[src/rtl/pipe_pkg.sv]
// Shared pipeline types: forward select codes, stage record, widths.
package pipe_pkg;

  localparam int unsigned REG_AW = 5;
  localparam int unsigned MD_CW  = 6;

  typedef enum logic [1:0] {
    FWD_REG = 2'd0,
    FWD_EX  = 2'd1,
    FWD_MEM = 2'd2,
    FWD_WB  = 2'd3
  } fwd_e;

  typedef struct packed {
    logic              valid;
    logic [REG_AW-1:0] wa;
    logic              we;
    logic              load;
  } stage_rec_t;

  localparam stage_rec_t STAGE_BUBBLE = '0;

endpackage

[src/rtl/hazard_ctrl_if.sv]
// Decode-stage hazard inputs and stall/flush/forward outputs of the hazard controller.
interface hazard_ctrl_if;
  import pipe_pkg::*;

  logic              id_valid;
  logic [REG_AW-1:0] id_rs;
  logic [REG_AW-1:0] id_rt;
  logic              id_rs_used;
  logic              id_rt_used;
  logic [REG_AW-1:0] id_wa;
  logic              id_we;
  logic              id_is_load;
  logic              id_uses_hilo;
  logic              id_start_md;
  logic              id_md_div;
  logic              ex_branch_taken;
  logic              stall_if_id;
  logic              flush_if_id;
  logic              flush_id_ex;
  logic [1:0]        fwd_a;
  logic [1:0]        fwd_b;
  logic              md_busy;

  modport master (
    output id_valid, id_rs, id_rt, id_rs_used, id_rt_used, id_wa, id_we,
           id_is_load, id_uses_hilo, id_start_md, id_md_div, ex_branch_taken,
    input  stall_if_id, flush_if_id, flush_id_ex, fwd_a, fwd_b, md_busy
  );

  modport slave (
    input  id_valid, id_rs, id_rt, id_rs_used, id_rt_used, id_wa, id_we,
           id_is_load, id_uses_hilo, id_start_md, id_md_div, ex_branch_taken,
    output stall_if_id, flush_if_id, flush_id_ex, fwd_a, fwd_b, md_busy
  );

endinterface

[src/rtl/hazard_ctrl_md_busy_counter.sv]
// Down-counter that tracks how long the mult/div unit stays busy.
module md_busy_counter
  import pipe_pkg::*;
(
  input  logic             clk,
  input  logic             rst_n,
  input  logic             start,
  input  logic [MD_CW-1:0] cycles,
  output logic             busy_c
);

  logic [MD_CW-1:0] cnt;

  // Load on start, otherwise count down and park at zero.
  always_ff @(posedge clk or negedge rst_n) begin
    if (!rst_n) begin
      cnt <= '0;
    end else if (start) begin
      cnt <= cycles;
    end else if (cnt != '0) begin
      cnt <= cnt - MD_CW'(1);
    end
  end

  assign busy_c = (cnt != '0);

endmodule

[src/rtl/hazard_ctrl.sv]
// Pipeline hazard controller: load-use and HI/LO stalls, branch flushes,
// operand forwarding from shadow EX/MEM/WB destination records.
module hazard_ctrl
  import pipe_pkg::*;
#(
  parameter int unsigned MUL_CYCLES = 4,
  parameter int unsigned DIV_CYCLES = 32
) (
  input  logic          clk,
  input  logic          rst,
  hazard_ctrl_if.slave  hz
);

  stage_rec_t       ex_r;
  stage_rec_t       mem_r;
  stage_rec_t       wb_r;
  stage_rec_t       id_rec_c;
  logic             lu_c;
  logic             hl_c;
  logic             stall_c;
  logic             issue_c;
  logic             md_start_c;
  logic [MD_CW-1:0] md_cycles_c;
  logic             md_busy_c;
  fwd_e             fwd_a_c;
  fwd_e             fwd_b_c;

  // A stage produces a usable value for r; register 0 never matches.
  function automatic logic hit(stage_rec_t s, logic [REG_AW-1:0] r);
    return s.valid & s.we & (s.wa == r) & (r != '0);
  endfunction

  // Youngest producer wins; unused operands always read the regfile.
  function automatic fwd_e fwd_sel(logic used, logic [REG_AW-1:0] r,
                                   stage_rec_t ex, stage_rec_t mem, stage_rec_t wb);
    fwd_e sel;
    sel = FWD_REG;
    if (used) begin
      if (hit(ex, r))       sel = FWD_EX;
      else if (hit(mem, r)) sel = FWD_MEM;
      else if (hit(wb, r))  sel = FWD_WB;
    end
    return sel;
  endfunction

  // Stall, issue and forward decisions from current records and decode inputs.
  always_comb begin
    lu_c        = 1'b0;
    hl_c        = 1'b0;
    stall_c     = 1'b0;
    issue_c     = 1'b0;
    md_start_c  = 1'b0;
    md_cycles_c = MD_CW'(MUL_CYCLES);
    id_rec_c    = STAGE_BUBBLE;
    fwd_a_c     = FWD_REG;
    fwd_b_c     = FWD_REG;

    lu_c = hz.id_valid & ex_r.load &
           ((hz.id_rs_used & hit(ex_r, hz.id_rs)) |
            (hz.id_rt_used & hit(ex_r, hz.id_rt)));
    hl_c = hz.id_valid & md_busy_c & (hz.id_uses_hilo | hz.id_start_md);
    // A taken branch squashes the decode instruction, so stalling it is moot.
    stall_c = (lu_c | hl_c) & ~hz.ex_branch_taken;
    issue_c = hz.id_valid & ~stall_c & ~hz.ex_branch_taken;

    md_start_c  = issue_c & hz.id_start_md;
    md_cycles_c = hz.id_md_div ? MD_CW'(DIV_CYCLES) : MD_CW'(MUL_CYCLES);

    id_rec_c.valid = 1'b1;
    id_rec_c.wa    = hz.id_wa;
    id_rec_c.we    = hz.id_we;
    id_rec_c.load  = hz.id_is_load;

    fwd_a_c = fwd_sel(hz.id_rs_used, hz.id_rs, ex_r, mem_r, wb_r);
    fwd_b_c = fwd_sel(hz.id_rt_used, hz.id_rt, ex_r, mem_r, wb_r);
  end

  // Shadow destination records advance every cycle; EX takes a bubble unless ID issues.
  always_ff @(posedge clk or negedge rst) begin
    if (!rst) begin
      ex_r  <= STAGE_BUBBLE;
      mem_r <= STAGE_BUBBLE;
      wb_r  <= STAGE_BUBBLE;
    end else begin
      wb_r  <= mem_r;
      mem_r <= ex_r;
      ex_r  <= issue_c ? id_rec_c : STAGE_BUBBLE;
    end
  end

  md_busy_counter u_md_busy_counter (
    .clk    (clk),
    .rst_n  (rst),
    .start  (md_start_c),
    .cycles (md_cycles_c),
    .busy_c (md_busy_c)
  );

  assign hz.stall_if_id = stall_c;
  assign hz.flush_if_id = hz.ex_branch_taken;
  assign hz.flush_id_ex = stall_c | hz.ex_branch_taken;
  assign hz.fwd_a       = 2'(fwd_a_c);
  assign hz.fwd_b       = 2'(fwd_b_c);
  assign hz.md_busy     = md_busy_c;

endmodule

[src/flat_wrapper.sv]
// flat-port wrapper written by rule: the top's interface ports become plain ports
module hazard_ctrl_flat import pipe_pkg::*;
#(
  parameter int unsigned MUL_CYCLES = 4,
  parameter int unsigned DIV_CYCLES = 32
)
  (clk, rst, hz_id_valid, hz_id_rs, hz_id_rt, hz_id_rs_used, hz_id_rt_used, hz_id_wa, hz_id_we, hz_id_is_load, hz_id_uses_hilo, hz_id_start_md, hz_id_md_div, hz_ex_branch_taken, hz_stall_if_id, hz_flush_if_id, hz_flush_id_ex, hz_fwd_a, hz_fwd_b, hz_md_busy);
  hazard_ctrl_if hz_i ();
  input  logic clk;
  input  logic rst;
  input wire logic [$bits(hz_i.id_valid)-1:0] hz_id_valid;
  input wire logic [$bits(hz_i.id_rs)-1:0] hz_id_rs;
  input wire logic [$bits(hz_i.id_rt)-1:0] hz_id_rt;
  input wire logic [$bits(hz_i.id_rs_used)-1:0] hz_id_rs_used;
  input wire logic [$bits(hz_i.id_rt_used)-1:0] hz_id_rt_used;
  input wire logic [$bits(hz_i.id_wa)-1:0] hz_id_wa;
  input wire logic [$bits(hz_i.id_we)-1:0] hz_id_we;
  input wire logic [$bits(hz_i.id_is_load)-1:0] hz_id_is_load;
  input wire logic [$bits(hz_i.id_uses_hilo)-1:0] hz_id_uses_hilo;
  input wire logic [$bits(hz_i.id_start_md)-1:0] hz_id_start_md;
  input wire logic [$bits(hz_i.id_md_div)-1:0] hz_id_md_div;
  input wire logic [$bits(hz_i.ex_branch_taken)-1:0] hz_ex_branch_taken;
  output wire logic [$bits(hz_i.stall_if_id)-1:0] hz_stall_if_id;
  output wire logic [$bits(hz_i.flush_if_id)-1:0] hz_flush_if_id;
  output wire logic [$bits(hz_i.flush_id_ex)-1:0] hz_flush_id_ex;
  output wire logic [$bits(hz_i.fwd_a)-1:0] hz_fwd_a;
  output wire logic [$bits(hz_i.fwd_b)-1:0] hz_fwd_b;
  output wire logic [$bits(hz_i.md_busy)-1:0] hz_md_busy;
  assign hz_i.id_valid = hz_id_valid;
  assign hz_i.id_rs = hz_id_rs;
  assign hz_i.id_rt = hz_id_rt;
  assign hz_i.id_rs_used = hz_id_rs_used;
  assign hz_i.id_rt_used = hz_id_rt_used;
  assign hz_i.id_wa = hz_id_wa;
  assign hz_i.id_we = hz_id_we;
  assign hz_i.id_is_load = hz_id_is_load;
  assign hz_i.id_uses_hilo = hz_id_uses_hilo;
  assign hz_i.id_start_md = hz_id_start_md;
  assign hz_i.id_md_div = hz_id_md_div;
  assign hz_i.ex_branch_taken = hz_ex_branch_taken;
  assign hz_stall_if_id = hz_i.stall_if_id;
  assign hz_flush_if_id = hz_i.flush_if_id;
  assign hz_flush_id_ex = hz_i.flush_id_ex;
  assign hz_fwd_a = hz_i.fwd_a;
  assign hz_fwd_b = hz_i.fwd_b;
  assign hz_md_busy = hz_i.md_busy;
  hazard_ctrl #(.MUL_CYCLES(MUL_CYCLES), .DIV_CYCLES(DIV_CYCLES)) u_core (.clk(clk), .rst(rst), .hz(hz_i));
endmodule
[config.mk]
export PLATFORM = sky130hd
export DESIGN_NAME = hazard_ctrl_flat
export DESIGN_NICKNAME = d
export VERILOG_FILES = /design/src/rtl/pipe_pkg.sv /design/src/rtl/hazard_ctrl_if.sv /design/src/rtl/hazard_ctrl_md_busy_counter.sv /design/src/rtl/hazard_ctrl.sv /design/src/flat_wrapper.sv
export SDC_FILE = /design/constraint.sdc
export NUM_CORES = 1
export LEC_CHECK = 0
export CAP_MARGIN = 30
export CORE_ASPECT_RATIO = 1.75
export CORE_UTILIZATION = 42
export DETAILED_ROUTE_END_ITERATION = 16
export GPL_TIMING_DRIVEN = 0
export HOLD_SLACK_MARGIN = 0.08
export PLACE_DENSITY = 0.73
export SYNTH_ARGS = -nofsm -noshare
export SYNTH_HDL_FRONTEND = slang
export SYNTH_HIERARCHICAL = 1
export SYNTH_SLANG_ARGS = --single-unit
export TNS_END_PERCENT = 10
[constraint.sdc]
create_clock -name clk -period 2.45 [get_ports clk]
set_clock_uncertainty 0.1 [all_clocks]
set_input_delay 0.245 -clock clk [delete_from_list [all_inputs] [get_ports clk]]
set_output_delay 0.245 -clock clk [all_outputs]
set_load 0.02 [all_outputs]
==> impl_metrics.toml, run 1 <==
[status]
outcome = "finished, violations left"
failed_checks = "setup timing"

[yosys]
ys_async_sr_fraction_pct = 100
synth_edf_count = 0
yosys_warnings = 6
yosysSeqAreaShare_pct = 44.2
synthDistinctLibCells = 42
synth-main-ff-cell = "dfrtp_1"
gate_count_after_technology_mapping = 144
ys_seq_elements = 28
syn-cell-area_mm2 = 0.00159
synth_area_per_cell_um2 = 11.0

[cts]
tritoncts.num_buffers = 3
clk_pin_slew_ps = 90
clock_insertion_delay_worst_skew_ps = 270
htree_num_levels = 1
cts_root_buffer = "clkbuf_8"
post_cts_hold_buffer_count = 0
cts.sinks = 28
cts_tree = "built"
cts_buffer_depth = 2

[final_layout]
stdcell_count = 237
final_util_pct = 59.6
layout_commonest_cell = "dfrtp_1"
highest_count_cells_in_the_layout_ignoring_fill_and_taps = "dfrtp_1 (28), xnor2_1 (22), clkdlybuf4s50_1 (17), dlygate4sd2_1 (11), xor2_1 (8)"
antenna_cells_inserted = 0
nFillCells = 320
area_growth_pct = 36.3
design.final.nets = 220
layout-drive-gt1-share_pct = 22.5

[global_routing]
grt_antenna_before_repair = 0
wire_length_of_the_first_global_routing_pass_mm = 6.31
grt_use_total_pct = 20.0
grt_pass1_vias = 1420
grt-ovfl-total = 0
grt_max_degree = 17

[worst_setup_path]
r2r-start = "u_core/u_md_busy_counter/cnt[2]"
timing.critical_path.from_type = "input port"
critPathArrivalTime_ps = 2520
worst-setup-path-type = "input port to register"
r2r_end = "u_core/u_md_busy_counter/cnt[4]"
worst_ep_required_time_ps = 2500
critical_path_peak_fanout = 9
worst_r2r_path_depth = 10
crit_path_end_kind = "register"
r2r_slack_ps = 0

[sta]
report.final.slew_viol_count = 0
fmax_mhz = 405
timing_hold_violations_final = 0
period_share_pct = 101
rsz0062_at_grt = "true"
postLayoutSetupSlackWorst_ps = -17.0
holdWs_ps = 240
max_slew_margin_pct = 60.7
setup_viol = 3
worst-slew-pin-transition_ps = 587
timing.final.crit_period_ps = 2470

[floorplanning]
die_area_mm2 = 0.00403
rows = 29
fp.dieW_um = 48.4
design.portCount = 34
starting_utilization_of_the_core_area_pct = 43.7
core_mm2 = 0.00363
die_h_um = 83.3

[routing]
avgRoutedWirePerCell_um = 15.6
num_vias = 1272
drt_wl_total_mm = 3.69
drt-initial-drc-count = 33
drt_drc_violations_left = 0
drt_pre_antenna_iters = 4
route.antenna.remaining_nets = 0
via_per_inst = 5.37

[placement]
detailed_place_hpwl_mm = 2.79
place_worst_setup_slack_ps = -591
globalplace.congestion = 0.870
dp_cells = 227
port_buffers = 33

[power_and_ir_drop]
design_power_total_mw = 1.46
vdd_drop_max_uv = 678
leakagePower_nw = 0.905
power-per-cell-area_mw_per_mm2 = 677

[worst_hold_path]
holdCritPathClass = "input port to asynchronous set/reset pin"

[job]
max_cap_viol_count = 0
==> worst max-delay path by stage <==
stage,to,from,slack (ps),depth (start not counted)
CTS,hz_stall_if_id,u_core/ex_r[2],-0.6,6
finish,u_core/u_md_busy_counter/cnt[4],hz_id_rt[0],-20,10
global route,u_core/u_md_busy_counter/cnt[4],u_core/u_md_busy_counter/cnt[2],-110,10
floorplan,u_core/u_md_busy_counter/cnt[1],u_core/u_md_busy_counter/cnt[3],20,10
detailed placement,u_core/u_md_busy_counter/cnt[1],hz_id_rs[0],-590,10
global placement,u_core/u_md_busy_counter/cnt[1],hz_id_rt[0],-560,10
==> synth_stat cells (2+ instances only) <==
cell type   n  area (um2)
a21oi_1     4        20.0
dfrtp_1    28         701
ha_1        2        25.0
inv_1       5        18.8
nand2_1     7        26.3
nand2b_1    2        12.5
nand3_1     2        10.0
nand4_1     4        25.0
nor2_1      6        22.5
nor2b_1     4        25.0
nor3_1      6        30.0
nor3b_2     8         100
nor4_1      2        12.5
o211ai_1    2        15.0
o21a_1      3        22.5
o31ai_1     3        22.5
or4_1       2        15.0
xnor2_1    23         201
xor2_1      8        70.1
==> metal layers <==
metal	track usage, %	share of wire, %	up-vias
li1	-	-	601
met1	20.2	37	620
met3	3.66	4.3	8
met2	38.4	56	43
met5	0	0	-
met4	8.82	2.5	0
==> report_power, final <==
part           internal (mW)  switching (mW)
Clock                  0.218           0.131
Combinational          0.265           0.250
Sequential             0.529          0.0672
Total                   1.01           0.449
==> layout make-up <==
class | instances | area [um2] | area share [%]
inverters | 5 | 18.8 | 0.869
well taps | 46 | 57.6 | 2.66
clock inverters | 1 | 30.0 | 1.39
repair buffers | 40 | 357 | 16.5
plain buffers | 3 | 32.5 | 1.51
flip-flops and latches | 28 | 701 | 32.4
multi-input cells | 111 | 923 | 42.7
clock buffers | 3 | 41.3 | 1.91
==> cells by family after synthesis <==
logic type      share of synthesized area [%]
simple gates                             24.9
buf+inv                                  2.60
compound gates                           9.39
flops                                    44.2
xor+xnor                                 17.1
other cells                             0.237
fa+ha+maj                                1.58
==> what timing repair did <==
action,in CTS,in global routing
gates resized for setup,29,9
endpoints found under the setup margin,12,11
setup buffers,5,1
pin swaps,3,1
endpoints found under the hold margin,0,0
==> critical path, cell delays in order <==
cell	delay (ps)
dlygate4sd2_1	310
or4_4	570
nor2_4	130
and4b_4	210
o21a_1	190
buf_6	150
nor3b_4	250
buf_4	160
nor4_2	40
a221o_1	260
==> flip-flops by register name, summed over array words and instances, names as in the netlist <==
register	cells
u_core/ex_r	8
u_core/mem_r	7
u_core/u_md_busy_counter/cnt	6
u_core/wb_r	7
==> metrics by stage <==
step	area [um2]	setup TNS [ps]
floorplan	1620	0
global placement	2010	-5440
detailed placement	2020	-5640
CTS	2150	-0.597
global route	2160	-395
finish	2160	-35.9
(Power assumes the default switching activity.)
==> inputs of run 2 (changes only) <==
--- a/config.mk
+++ b/config.mk
@@ -11,7 +11,9 @@
 export DETAILED_ROUTE_END_ITERATION = 16
 export GPL_TIMING_DRIVEN = 0
 export HOLD_SLACK_MARGIN = 0.08
+export MAX_ROUTING_LAYER = met4
 export PLACE_DENSITY = 0.73
+export SKIP_CTS_REPAIR_TIMING = 1
 export SYNTH_ARGS = -nofsm -noshare
 export SYNTH_HDL_FRONTEND = slang
 export SYNTH_HIERARCHICAL = 1
==> run 2 against run 1 <==
  * The flow now finishes without violations
  * First-iteration DRC count shrank 39%
  * Highest routed layer unchanged
  * Critical path depth shrank 4
  * Register-to-register slack gained 90 ps
==> impl_metrics.toml, run 2 (synthesis results as in run 1) <==
[status]
outcome = "finished, final reports clean"

[final_layout]
design.final.nets = 219
layout-drive-gt1-share_pct = 24.2
stdcell_count = 236
largest_register_ff_count = 8
largestRegisters = "u_core/ex_r: 8 flops, u_core/mem_r: 7 flops, u_core/wb_r: 7 flops"
nFillCells = 312
regMostFlops = "u_core/ex_r"
layout_commonest_cell = "dfrtp_1"
highest_count_cells_in_the_layout_ignoring_fill_and_taps = "dfrtp_1 (26), xnor2_1 (22), clkdlybuf4s50_1 (17), dlymetal6s2s_1 (12), xor2_1 (8)"
antenna_cells_inserted = 0
final_design_area_no_fill_mm2 = 0.00221
area_growth_pct = 39.2

[job]
max_cap_viol_count = 0

[worst_setup_path]
cp_cell_sequence = "xor2_1, a211o_1, nor4b_2, o211ai_1, a21oi_1, clkbuf_2"
cell_type_of_the_slowest_stage_on_the_worst_timing_path = "dfrtp_1"
worst-setup-path-type = "register to primary output"
timing.critical_path.from_type = "register"
critPathArrivalTime_ps = 2030
path_buf_inv = 1
critical_path_peak_fanout = 3
crit_path_max_incr_delay_ps = 450
crit_path_end_kind = "primary output"
family_with_the_most_delay_on_the_worst_path = "compound AO/OA/AOI/OAI gates"
worst_ep_required_time_ps = 2110
r2r_slack_ps = 90

[routing]
drt_pre_antenna_iters = 4
drt_wl_total_mm = 3.74
drt_drc_violations_left = 0
top_layer = "met4"
drt-initial-drc-count = 20
wl_met2_mm = 2.21
num_vias = 1256
met1_length_mm = 1.28
avgRoutedWirePerCell_um = 15.8
route.antenna.remaining_nets = 0
met3_length_um = 147
via_per_inst = 5.32

[sta]
holdWs_ps = 221
period_share_pct = 97.1
report.final.slew_viol_count = 0
rsz0062_at_grt = "true"
setup_viol = 0
timing_hold_violations_final = 0
fmax_mhz = 420
timing.final.crit_period_ps = 2380
max_slew_margin_pct = 63.0
worst-slew-pin-transition_ps = 553

[cts]
clk_pin_slew_ps = 100
cts.sinks = 28
tritoncts.num_buffers = 3
clock_insertion_delay_worst_skew_ps = 270
htree_num_levels = 1
cts_buffer_depth = 2
cts_tree = "built"
cts_root_buffer = "clkbuf_8"

[placement]
globalplace.congestion = 0.861
detailed_place_hpwl_mm = 2.85
placed_standard_cell_area_mm2 = 0.00204
port_buffers = 33
dp_cells = 227

[global_routing]
grt_antenna_before_repair = 0
grt_pass1_vias = 1325
wire_length_of_the_first_global_routing_pass_mm = 5.86
grt_max_degree = 19
grt_use_total_pct = 19.3
grt-ovfl-total = 0

[floorplanning]
fp.dieW_um = 48.4
design.portCount = 34
die_area_mm2 = 0.00403
rows = 29
core_mm2 = 0.00363
starting_utilization_of_the_core_area_pct = 43.7
die_h_um = 83.3

[worst_hold_path]
holdCritPathClass = "input port to asynchronous set/reset pin"

[power_and_ir_drop]
leakagePower_nw = 0.998
vdd_drop_max_uv = 423
power-per-cell-area_mw_per_mm2 = 640
-- run 2: changes by cell type in the layout (fill, tap and decap cells not counted), moves of 2 or more --
cell and delta:
dlygate4sd2_1 -11, dlymetal6s2s_1 +12, buf_2 -2, dfrtp_1 -2, clkbuf_2 +2, dfrtp_2 +2
-- run 2: final timing paths --
path,from,cells after the start,to
max,u_core/ex_r[2],6,hz_stall_if_id
min,rst,1,u_core/wb_r[2]
max reg2reg,u_core/u_md_busy_counter/cnt[4],10,u_core/u_md_busy_counter/cnt[1]
min reg2reg,u_core/ex_r[7],0,u_core/mem_r[7]
max in group asynchronous,rst,2,u_core/mem_r[4]
min in group clk,u_core/ex_r[7],0,u_core/mem_r[7]
-- run 2: final cells by class --
class | instances | area [um2] | area share [%]
multi-input combinational | 111 | 921 | 41.7
inverter | 5 | 18.8 | 0.850
tap | 46 | 57.6 | 2.61
buffer | 3 | 30.0 | 1.36
sequential | 28 | 703 | 31.9
clock inverter | 1 | 30.0 | 1.36
timing repair buffer | 39 | 405 | 18.4
clock buffer | 3 | 41.3 | 1.87
-- run 2: worst reg2reg max path: cells and delay by family, from the launching register on --
family	cells	cell delay (ps)
buffers and inverters	2	220
and+or+nand+nor	5	1180
DFF	1	440
AOI/OAI and AO/OA	3	330
-- run 2: routing by layer --
layer  track usage [%]  vias to the layer above
met5                 -                        -
met4              8.56                        0
met3              2.56                        8
met2              36.9                       38
met1              18.5                      608
li1                  -                      602
-- run 2: power by group --
| group | internal [mW] | total [mW] | switching [mW] |
|---|---|---|---|
| Sequential | 0.533 | 0.614 | 0.0816 |
| Clock | 0.219 | 0.354 | 0.135 |
| Combinational | 0.240 | 0.445 | 0.204 |
| Total | 0.992 | 1.41 | 0.421 |
-- run 2: through the flow --
stage | worst slack [ps] | utilization, % | power (mW) | setup TNS, ps
after floorplan | 19.4 | - | 0.872 | 0
after global placement | -598 | 55.4 | 0.996 | -5720
after detailed placement | -612 | 56.1 | 1.01 | -5920
after CTS | -551 | 58.1 | 1.37 | -4190
after global routing | -30.2 | 60.8 | 1.49 | -50.1
final | 71.8 | 60.8 | 1.41 | 0
==> inputs of run 3 (changes only) <==
--- a/config.mk
+++ b/config.mk
@@ -6,16 +6,17 @@
 export NUM_CORES = 1
 export LEC_CHECK = 0
 export CAP_MARGIN = 30
+export CELL_PAD_IN_SITES_DETAIL_PLACEMENT = 0
+export CELL_PAD_IN_SITES_GLOBAL_PLACEMENT = 1
 export CORE_ASPECT_RATIO = 1.75
-export CORE_UTILIZATION = 42
+export CORE_UTILIZATION = 35
 export DETAILED_ROUTE_END_ITERATION = 16
 export GPL_TIMING_DRIVEN = 0
 export HOLD_SLACK_MARGIN = 0.08
 export MAX_ROUTING_LAYER = met4
-export PLACE_DENSITY = 0.73
+export PLACE_DENSITY = 0.77
 export SKIP_CTS_REPAIR_TIMING = 1
 export SYNTH_ARGS = -nofsm -noshare
 export SYNTH_HDL_FRONTEND = slang
 export SYNTH_HIERARCHICAL = 1
 export SYNTH_SLANG_ARGS = --single-unit
-export TNS_END_PERCENT = 10
==> constraint.sdc (replaced) <==
create_clock -name clk -period 2.1 [get_ports clk]
set_clock_uncertainty 0.1 [all_clocks]
set_input_delay 0.21 -clock clk [delete_from_list [all_inputs] [get_ports clk]]
set_output_delay 0.21 -clock clk [all_outputs]
set_load 0.02 [all_outputs]
==> run 3 against run 2 <==
  * The run now ends with setup timing left
  * Critical path type is now input port to register
  * Via count is 1.9% higher
  * First-iteration DRC count decreased by 10%
  * Non-clock buffer count is 11 higher
  * Highest routed layer unchanged
  * Final area is 8.2% higher
  * Total power rose by 29%
  * Hold slack got worse by 80 ps
  * Critical endpoint is now u_core/u_md_busy_counter/cnt[4]
  * Largest cell class unchanged
  * Utilization is 6.1 points lower
  * Clock power up 19%
  * Final cell count increased by 6.8%
==> impl_metrics.toml, run 3 (synthesis results as in run 1) <==
[status]
outcome = "finished, violations left"
failed_checks = "setup timing"

[final_layout]
antenna_cells_inserted = 0
ff_latch_area_um2 = 703
highest_count_cells_in_the_layout_ignoring_fill_and_taps = "dfrtp_1 (26), xnor2_1 (22), buf_4 (18), clkdlybuf4s50_1 (16), dlymetal6s2s_1 (10)"
multi_input_comb_area_um2 = 996
largest_register_ff_count = 8
regMostFlops = "u_core/ex_r"
layout_commonest_cell = "dfrtp_1"
largestRegisters = "u_core/ex_r: 8 flops, u_core/mem_r: 7 flops, u_core/wb_r: 7 flops"
final_design_area_no_fill_mm2 = 0.00239
area_growth_pct = 50.7
stdcell_count = 252
final_util_pct = 54.7
nFillCells = 371
design.final.nets = 230
layout-drive-gt1-share_pct = 34.3

[cts]
cts_tree = "built"
tritoncts.num_buffers = 3
clk_pin_slew_ps = 100
htree_num_levels = 1
cts_buffer_depth = 2
cts_root_buffer = "clkbuf_8"
clock_insertion_delay_worst_skew_ps = 270
cts.sinks = 28

[power_and_ir_drop]
vdd_drop_max_uv = 524
leakagePower_nw = 1.05
power-per-cell-area_mw_per_mm2 = 762

[placement]
port_buffers = 33
globalplace.congestion = 0.805
placed_standard_cell_area_mm2 = 0.00206
dp_cells = 232
detailed_place_hpwl_mm = 2.92

[sta]
period_share_pct = 108
fmax_mhz = 440
holdWs_ps = 140
rsz0062_at_grt = "true"
timing.final.crit_period_ps = 2270
setup_viol = 12
timing_hold_violations_final = 0
postLayoutSetupSlackWorst_ps = -175
report.final.slew_viol_count = 0

[worst_setup_path]
r2r_slack_ps = -160
worst-setup-path-type = "input port to register"
crit_path_end_kind = "register"
timing.critical_path.from_type = "input port"
critPathArrivalTime_ps = 2340
worst_ep_required_time_ps = 2160
critical_path_peak_fanout = 4

[routing]
drt_pre_antenna_iters = 3
route.antenna.remaining_nets = 0
drt_wl_total_mm = 4.03
num_vias = 1280
drt_drc_violations_left = 0
avgRoutedWirePerCell_um = 16.0
drt-initial-drc-count = 18
via_per_inst = 5.08

[floorplanning]
design.portCount = 34
core_mm2 = 0.00436
fp.dieW_um = 52.9
rows = 32
die_area_mm2 = 0.00481
die_h_um = 91.0
starting_utilization_of_the_core_area_pct = 36.3

[global_routing]
grt_max_degree = 22
grt_antenna_before_repair = 0
grt_use_total_pct = 17.5
grt_pass1_vias = 1266
wire_length_of_the_first_global_routing_pass_mm = 6.02
grt-ovfl-total = 0

[job]
max_cap_viol_count = 0

[worst_hold_path]
holdCritPathClass = "input port to asynchronous set/reset pin"
[run 3: cell count changes in the layout (fill, tap and decap cells not counted), moves of 2 or more]
cell and change:
buf_4 +12, buf_6 +4, clkbuf_2 -3, dlymetal6s2s_1 -2, o31ai_1 -3, o31ai_4 +2
or4_4 +2
[run 3: cell type report]
class                           instances  share of cell area (%)
Multi-Input combinational cell        111                    41.7
Sequential cell                        28                    29.4
Timing Repair Buffer                   50                    21.0
Tap cell                               51                    2.67
Clock buffer                            3                    1.73
Buffer                                  3                    1.41
Clock inverter                          1                    1.26
Inverter                                5                   0.786
[run 3: final timing paths]
path | from | end | depth (start not counted)
setup / recovery | hz_id_rt[1] | u_core/u_md_busy_counter/cnt[4] | 10
hold / removal | rst | u_core/wb_r[2] | 1
setup reg to reg | u_core/u_md_busy_counter/cnt[2] | u_core/u_md_busy_counter/cnt[4] | 10
hold reg to reg | u_core/ex_r[1] | u_core/mem_r[1] | 0
max in group asynchronous | rst | u_core/u_md_busy_counter/cnt[0] | 2
min in group clk | u_core/ex_r[1] | u_core/mem_r[1] | 0
[run 3: worst max-delay path, stage by stage]
cell and delay [ps]:
dlymetal6s2s_1 200, or4_4 550, nor2_4 140, and4b_4 220
o21a_1 200, buf_6 130, nor3b_4 240, buf_6 140
nor2b_1 40, a221o_1 280
[run 3: per-stage QoR]
stage          setup slack, ps  power (mW)  TNS, ps
2_1_floorplan             -213        1.03     -651
3_3_place_gp              -887        1.18   -11430
3_5_place_dp              -920        1.20   -11630
4_1_cts                   -888        1.62    -8070
5_1_grt                   -259        1.92    -2100
6_report                  -175        1.82    -1020
[run 3: power by group]
| part | internal (mW) | leakage, nW | switching [mW] |
|---|---|---|---|
| registers | 0.622 | 0.368 | 0.0822 |
| clock network | 0.255 | 0.0357 | 0.167 |
| logic | 0.383 | 0.649 | 0.310 |
| total | 1.26 | 1.05 | 0.560 |
[run 3: routing by layer]
metal / up-vias / GRT usage (%) / routed length, um
li1: 616 / - / -
met1: 626 / 19.2 / 1470
met3: 4 / 2.01 / 181
met5: - / - / 0
met2: 34 / 30.2 / 2320
met4: 0 / 7.68 / 54
